## src/rtl/sid_pkg.sv

```systemverilog
// Shared SID bus definitions: register map, master FSM states and the queued command record.
package sid_pkg;

    localparam logic [4:0] SidAddrFilt = 5'h17;
    localparam logic [4:0] SidAddrMode = 5'h18;
    localparam logic [4:0] SidAddrPotX = 5'h19;
    localparam logic [4:0] SidAddrPotY = 5'h1A;
    localparam logic [4:0] SidAddrOsc3 = 5'h1B;
    localparam logic [4:0] SidAddrEnv3 = 5'h1C;

    typedef enum logic [1:0] {
        StIdle,
        StWait,
        StIssue,
        StRsp
    } state_e;

    typedef struct packed {
        logic        write;
        logic [4:0]  addr;
        logic [7:0]  data;
        logic [15:0] delay;
    } cmd_t;

    localparam int unsigned CmdBits = $bits(cmd_t);

endpackage

```

## src/rtl/sid_cmd_fifo.sv

```systemverilog
// Registered command FIFO: head is valid only from the edge after a push, so no fall-through.
module sid_cmd_fifo
    import sid_pkg::*;
#(
    parameter int unsigned Depth = 8,
    parameter int unsigned Width = CmdBits
) (
    input  logic             clk_i,
    input  logic             rst_i,
    input  logic             push_i,
    input  logic [Width-1:0] data_i,
    input  logic             pop_i,
    output logic [Width-1:0] data_o,
    output logic             full_o,
    output logic             empty_o
);

    localparam int unsigned PtrW = (Depth > 1) ? $clog2(Depth) : 1;

    logic [Width-1:0] mem_q [Depth];
    logic [PtrW-1:0]  wr_ptr_q, rd_ptr_q;
    logic [PtrW:0]    count_q, count_d;
    logic             push_ok, pop_ok;

    assign full_o  = (count_q == Depth[PtrW:0]);
    assign empty_o = (count_q == '0);
    assign push_ok = push_i && !full_o;
    assign pop_ok  = pop_i && !empty_o;
    assign data_o  = mem_q[rd_ptr_q];

    always_comb begin
        count_d = count_q;
        if (push_ok && !pop_ok) begin
            count_d = count_q + 1'b1;
        end else if (!push_ok && pop_ok) begin
            count_d = count_q - 1'b1;
        end
    end

    always_ff @(posedge clk_i or posedge rst_i) begin
        if (rst_i) begin
            wr_ptr_q <= '0;
            rd_ptr_q <= '0;
            count_q  <= '0;
        end else begin
            count_q <= count_d;
            if (push_ok) wr_ptr_q <= wr_ptr_q + 1'b1;
            if (pop_ok)  rd_ptr_q <= rd_ptr_q + 1'b1;
        end
    end

    always_ff @(posedge clk_i) begin
        if (push_ok) mem_q[wr_ptr_q] <= data_i;
    end

endmodule

```

## src/rtl/sid_bus_master.sv

```systemverilog
// Queues SID register reads/writes and issues them on the SID bus after a clkEn-tick delay.
module sid_bus_master
    import sid_pkg::*;
#(
    parameter int unsigned FIFO_DEPTH = 8
) (
    input  logic        clk,
    input  logic        rst,
    input  logic        clkEn,
    input  logic        iCmdValid,
    output logic        oCmdReady,
    input  logic        iCmdWrite,
    input  logic [4:0]  iCmdAddr,
    input  logic [7:0]  iCmdData,
    input  logic [15:0] iCmdDelay,
    output logic        oRspValid,
    input  logic        iRspReady,
    output logic [7:0]  oRspData,
    output logic        oWE,
    output logic [4:0]  oAddr,
    output logic [7:0]  oDataW,
    input  logic [7:0]  iDataR,
    output logic        oBusy
);

    state_e      state_q;
    cmd_t        hold_q;
    cmd_t        push_cmd;
    cmd_t        head_cmd;
    logic [15:0] cnt_q;
    logic        we_q;
    logic [4:0]  addr_q;
    logic [7:0]  dataw_q;
    logic        rsp_valid_q;
    logic [7:0]  rsp_data_q;
    logic        fifo_full, fifo_empty, fifo_pop;

    assign push_cmd = '{write: iCmdWrite, addr: iCmdAddr, data: iCmdData, delay: iCmdDelay};
    assign fifo_pop = (state_q == StIdle) && !fifo_empty;

    sid_cmd_fifo #(
        .Depth (FIFO_DEPTH),
        .Width (CmdBits)
    ) u_fifo (
        .clk_i   (clk),
        .rst_i   (rst),
        .push_i  (iCmdValid),
        .data_i  (push_cmd),
        .pop_i   (fifo_pop),
        .data_o  (head_cmd),
        .full_o  (fifo_full),
        .empty_o (fifo_empty)
    );

    always_ff @(posedge clk or posedge rst) begin
        if (rst) begin
            state_q     <= StIdle;
            hold_q      <= '0;
            cnt_q       <= '0;
            we_q        <= 1'b0;
            addr_q      <= '0;
            dataw_q     <= '0;
            rsp_valid_q <= 1'b0;
            rsp_data_q  <= '0;
        end else begin
            we_q <= 1'b0;
            case (state_q)
                StIdle: begin
                    if (!fifo_empty) begin
                        hold_q  <= head_cmd;
                        cnt_q   <= head_cmd.delay;
                        state_q <= StWait;
                    end
                end
                StWait: begin
                    // Counting down to zero, then one more tick, gives delay+1 ticks without wrap.
                    if (clkEn) begin
                        if (cnt_q == '0) begin
                            state_q <= StIssue;
                            addr_q  <= hold_q.addr;
                            if (hold_q.write) begin
                                we_q    <= 1'b1;
                                dataw_q <= hold_q.data;
                            end
                        end else begin
                            cnt_q <= cnt_q - 16'd1;
                        end
                    end
                end
                StIssue: begin
                    if (hold_q.write) begin
                        state_q <= StIdle;
                    end else begin
                        rsp_data_q  <= iDataR;
                        rsp_valid_q <= 1'b1;
                        state_q     <= StRsp;
                    end
                end
                StRsp: begin
                    if (iRspReady) begin
                        rsp_valid_q <= 1'b0;
                        state_q     <= StIdle;
                    end
                end
                default: state_q <= StIdle;
            endcase
        end
    end

    assign oCmdReady = !fifo_full;
    assign oWE       = we_q;
    assign oAddr     = addr_q;
    assign oDataW    = dataw_q;
    assign oRspValid = rsp_valid_q;
    assign oRspData  = rsp_data_q;
    assign oBusy     = !fifo_empty || (state_q != StIdle);

endmodule

```

## config.mk

```make
export PLATFORM = sky130hd
export DESIGN_NAME = sid_bus_master
export DESIGN_NICKNAME = d
export VERILOG_FILES = /design/src/rtl/sid_pkg.sv /design/src/rtl/sid_cmd_fifo.sv /design/src/rtl/sid_bus_master.sv
export SDC_FILE = /design/constraint.sdc
export NUM_CORES = 1
export LEC_CHECK = 0
export ABC_AREA = 0
export CELL_PAD_IN_SITES_DETAIL_PLACEMENT = 0
export CELL_PAD_IN_SITES_GLOBAL_PLACEMENT = 2
export CORE_MARGIN = 10
export CORE_UTILIZATION = 42
export CTS_CLUSTER_SIZE = 14
export DETAILED_ROUTE_END_ITERATION = 8
export GPL_TIMING_DRIVEN = 0
export HOLD_SLACK_MARGIN = 0.06
export PLACE_DENSITY = 0.8
export SYNTH_ARGS = -nofsm -noshare
export SYNTH_HDL_FRONTEND = slang
export SYNTH_HIERARCHICAL = 1
export SYNTH_SLANG_ARGS = --single-unit
```

## constraint.sdc

```tcl
create_clock -name clk -period 3.3 [get_ports clk]
set_input_delay 0.33 -clock clk [delete_from_list [all_inputs] [get_ports clk]]
set_output_delay 0.33 -clock clk [all_outputs]
set_load 0.05 [all_outputs]
```

==> out/qor.csv <==
metric,value,unit
critPathMaxStageDelay,520,ps
gp_congestion,0.792,
fin_ws,217,ps
fp.dieArea,37200,µm²
irDropWorstVdd,0.000386,V
dp.final_hpwl,17300,µm
use_met1,18.9,%
async_flop_share,21.3,%
status,"finished, final reports clean",
drc,0,
wl_per_cell,22.9,µm
core,29600,µm²
skew,13.8,ps
avgSynthCellArea,19.3,µm²
die_w,193,µm
rsz0062_at_grt,no,
cts_buffers,31,
clkPwrFrac,34.4,%
p_per_area,698,nW/µm²
drt_wl_total,27000,µm
grt-busiest-layer,met2,
grt_pass1_vias,6757,
crit_chain,"nor4_4, or3_4, clkbuf_4, inv_1, o41ai_4, ha_2, inv_1, ha_1, or4_1, nand3_1, o211ai_1",
cp.required,3730,ps
num_vias,6550,
cpMostUsedCell,inv_1,
placed_cell_area,14000,µm²
worstHoldPathType,in -> async,
worstRegToRegCells,11,
fin_nets,813,
cap_viol_max_count,0,
layout_common_cells,"edfxtp_1 (240), mux2_2 (68), clkdlybuf4s50_1 (67)",
num_rows,63,
cp-endpoint,u_fifo/count_q[3],
r2r-start,u_fifo/count_q[0],
layout_commonest_cell,edfxtp_1,
grt_max_degree,31,
grt_use_met3,2.51,%
cp-startpoint,u_fifo/count_q[0],
syn_nets,701,
cp.arrival,3520,ps
cts_tree,yes,
ys.flop_type,edfxtp_1,
tightestPinTransition,784,ps
grtUsageMet2,24.8,%
path_class,reg -> reg,
timing.rr.end,u_fifo/count_q[3],
final_layout_size_suffix_gt1_share,19.9,%
drtIter0Drc,416,
fmax,324,MHz
cts_root_buf,clkbuf_16,
drtPass1Iterations,5,
numClockSinks,305,
ctsHoldBuffers,0,
ys_seq_area_share,70.5,%
grt_first_pass_wirelength,41200,µm
antenna_left,0,
clock_path_buffers,3,
netlist-cell-type-count,59,
syn_inst,651,
overflow,0,
fin_crit,3080,ps
ioPinCount,68,
clkLatencyLatePin,560,ps
start_util,42.4,%
synth_area,12500,µm²
place_ws,-1120,ps
p_int,7.81,mW
regToRegSetupSlack,220,ps
p_sw_share,25.9,%
postLayoutCellArea,15100,µm²
power_leakage,5.26,nW
pwr-share-seq,48.6,%
grt_util_all_layers,14.5,%
portBuffers,67,
cp-start-kind,flip-flop,
diodes,0,
cp-end-kind,flip-flop,
clk_pin_slew,60,ps
syn2layout_area_growth,20.6,%
setup_violations,0,
cp_slowest_cell,dfrtp_1,
max_slew_margin,47.7,%
path_max_fanout,10,
synth_seq_cells,305,
power_switching,2.73,mW
grt_antenna_before_repair,2,
yosys_warnings,6,
htreeDepth,1,
finalHoldViolations,0,
synth_edf_count,240,
die_y,193,µm
comb_power_share,17.0,%
drv_slew,0,
fin_crit_sh,93.4,%
vias_per_cell,5.56,
[per-stage QoR]
step / total power, mW / hold WS (ps) / util [%] / TNS, ps / cells
floorplan: 6.21 / 170 / - / 0 / 651
global placement: 6.74 / 485 / 46.4 / -233940 / 1108
detailed placement: 6.99 / 493 / 47.4 / -3140 / 1119
CTS: 10.6 / 183 / 51.1 / 0 / 1177
global route: 11.0 / 201 / 51.1 / 0 / 1178
finish: 10.5 / 181 / 51.1 / 0 / 1178
[layout make-up]
type | count | area [µm²]
Fill cell | 2365 | 14400
Sequential cell | 305 | 8830
Multi-Input combinational cell | 303 | 3570
Timing Repair Buffer | 80 | 936
Clock buffer | 41 | 823
Tap cell | 390 | 488
Clock inverter | 17 | 245
Buffer | 29 | 166
Inverter | 13 | 48.8
[Yosys cell counts, drive strengths merged, types with 4 or more instances]
cell | instances | area [µm²]
ha | 6 | 75.1
edfxtp | 240 | 7210
nand3 | 8 | 40.0
inv | 13 | 48.8
mux4 | 60 | 1570
buf | 9 | 87.6
nor3 | 17 | 85.1
dfrtp | 65 | 1630
clkbuf | 21 | 78.8
xnor2 | 5 | 43.8
nand4 | 4 | 40.0
a22o | 4 | 35.0
o21ai | 20 | 100
nand2b | 5 | 31.3
or3 | 4 | 25.0
nand2 | 13 | 48.8
a21oi | 14 | 73.8
mux2 | 68 | 766
nor4 | 7 | 58.8
nor2 | 21 | 78.8
[sequential cells by signal, indices dropped and copies added, names as in the netlist]
name / cells
oRspValid: 1
oAddr: 5
u_fifo/mem_q: 240
u_fifo/count_q: 4
oWE: 1
u_fifo/rd_ptr_q: 3
state_q: 2
hold_q: 14
cnt_q: 16
oDataW: 8
oRspData: 8
u_fifo/wr_ptr_q: 3
[kinds of logic (layout without fill, tap and decap cells)]
kind of cell | count (synthesis) | after routing | share of synthesized area [%]
DFF | 305 | 305 | 70.5
muxes | 131 | 131 | 18.9
and+or+nand+nor | 99 | 99 | 4.50
AOI/OAI and AO/OA | 60 | 60 | 3.22
buffers and inverters | 43 | 180 | 1.72
adders and majority gates | 7 | 7 | 0.759
xor gates and xnor gates | 6 | 6 | 0.419
[critical path: cells and delay by family, from the launching register on]
| kind | cells | cell delay (ps) |
|---|---|---|
| adders and majority gates | 2 | 680 |
| and+or+nand+nor | 4 | 1130 |
| AOI/OAI and AO/OA | 2 | 210 |
| DFF | 1 | 520 |
| buffers and inverters | 3 | 410 |
[routing by layer]
metal  wire length, µm  up-vias
met4               434        2
li1                  -     2915
met1             10900     3404
met3              1800       28
met5                 8        -
met2             13900      201
[power by group through the flow]
stage	Clock [mW]	Combinational (mW)	Sequential [mW]
finish	3.62	1.80	5.12
global route	3.89	1.94	5.18
CTS	3.70	1.81	5.12
detailed placement	0	1.80	5.19
global placement	0	1.56	5.18
floorplan	0	1.11	5.10
[worst min-delay path by stage]
stage	from	to	slack [ps]	cells after the start
after floorplan	rst	u_fifo/count_q[0]	170	1
after global placement	hold_q[24]	hold_q[24]	490	1
after detailed placement	oDataW[7]	oDataW[7]	490	1
after CTS	rst	u_fifo/wr_ptr_q[1]	180	2
after global routing	rst	u_fifo/wr_ptr_q[1]	200	2
final	rst	u_fifo/wr_ptr_q[2]	180	2
[what timing repair did]
action	CTS	global route
pin swaps	2	1
endpoints found under the setup margin	5	1
setup buffers	1	1
resized for setup	6	0
No activity file was read; power rests on OpenSTA's default activity.
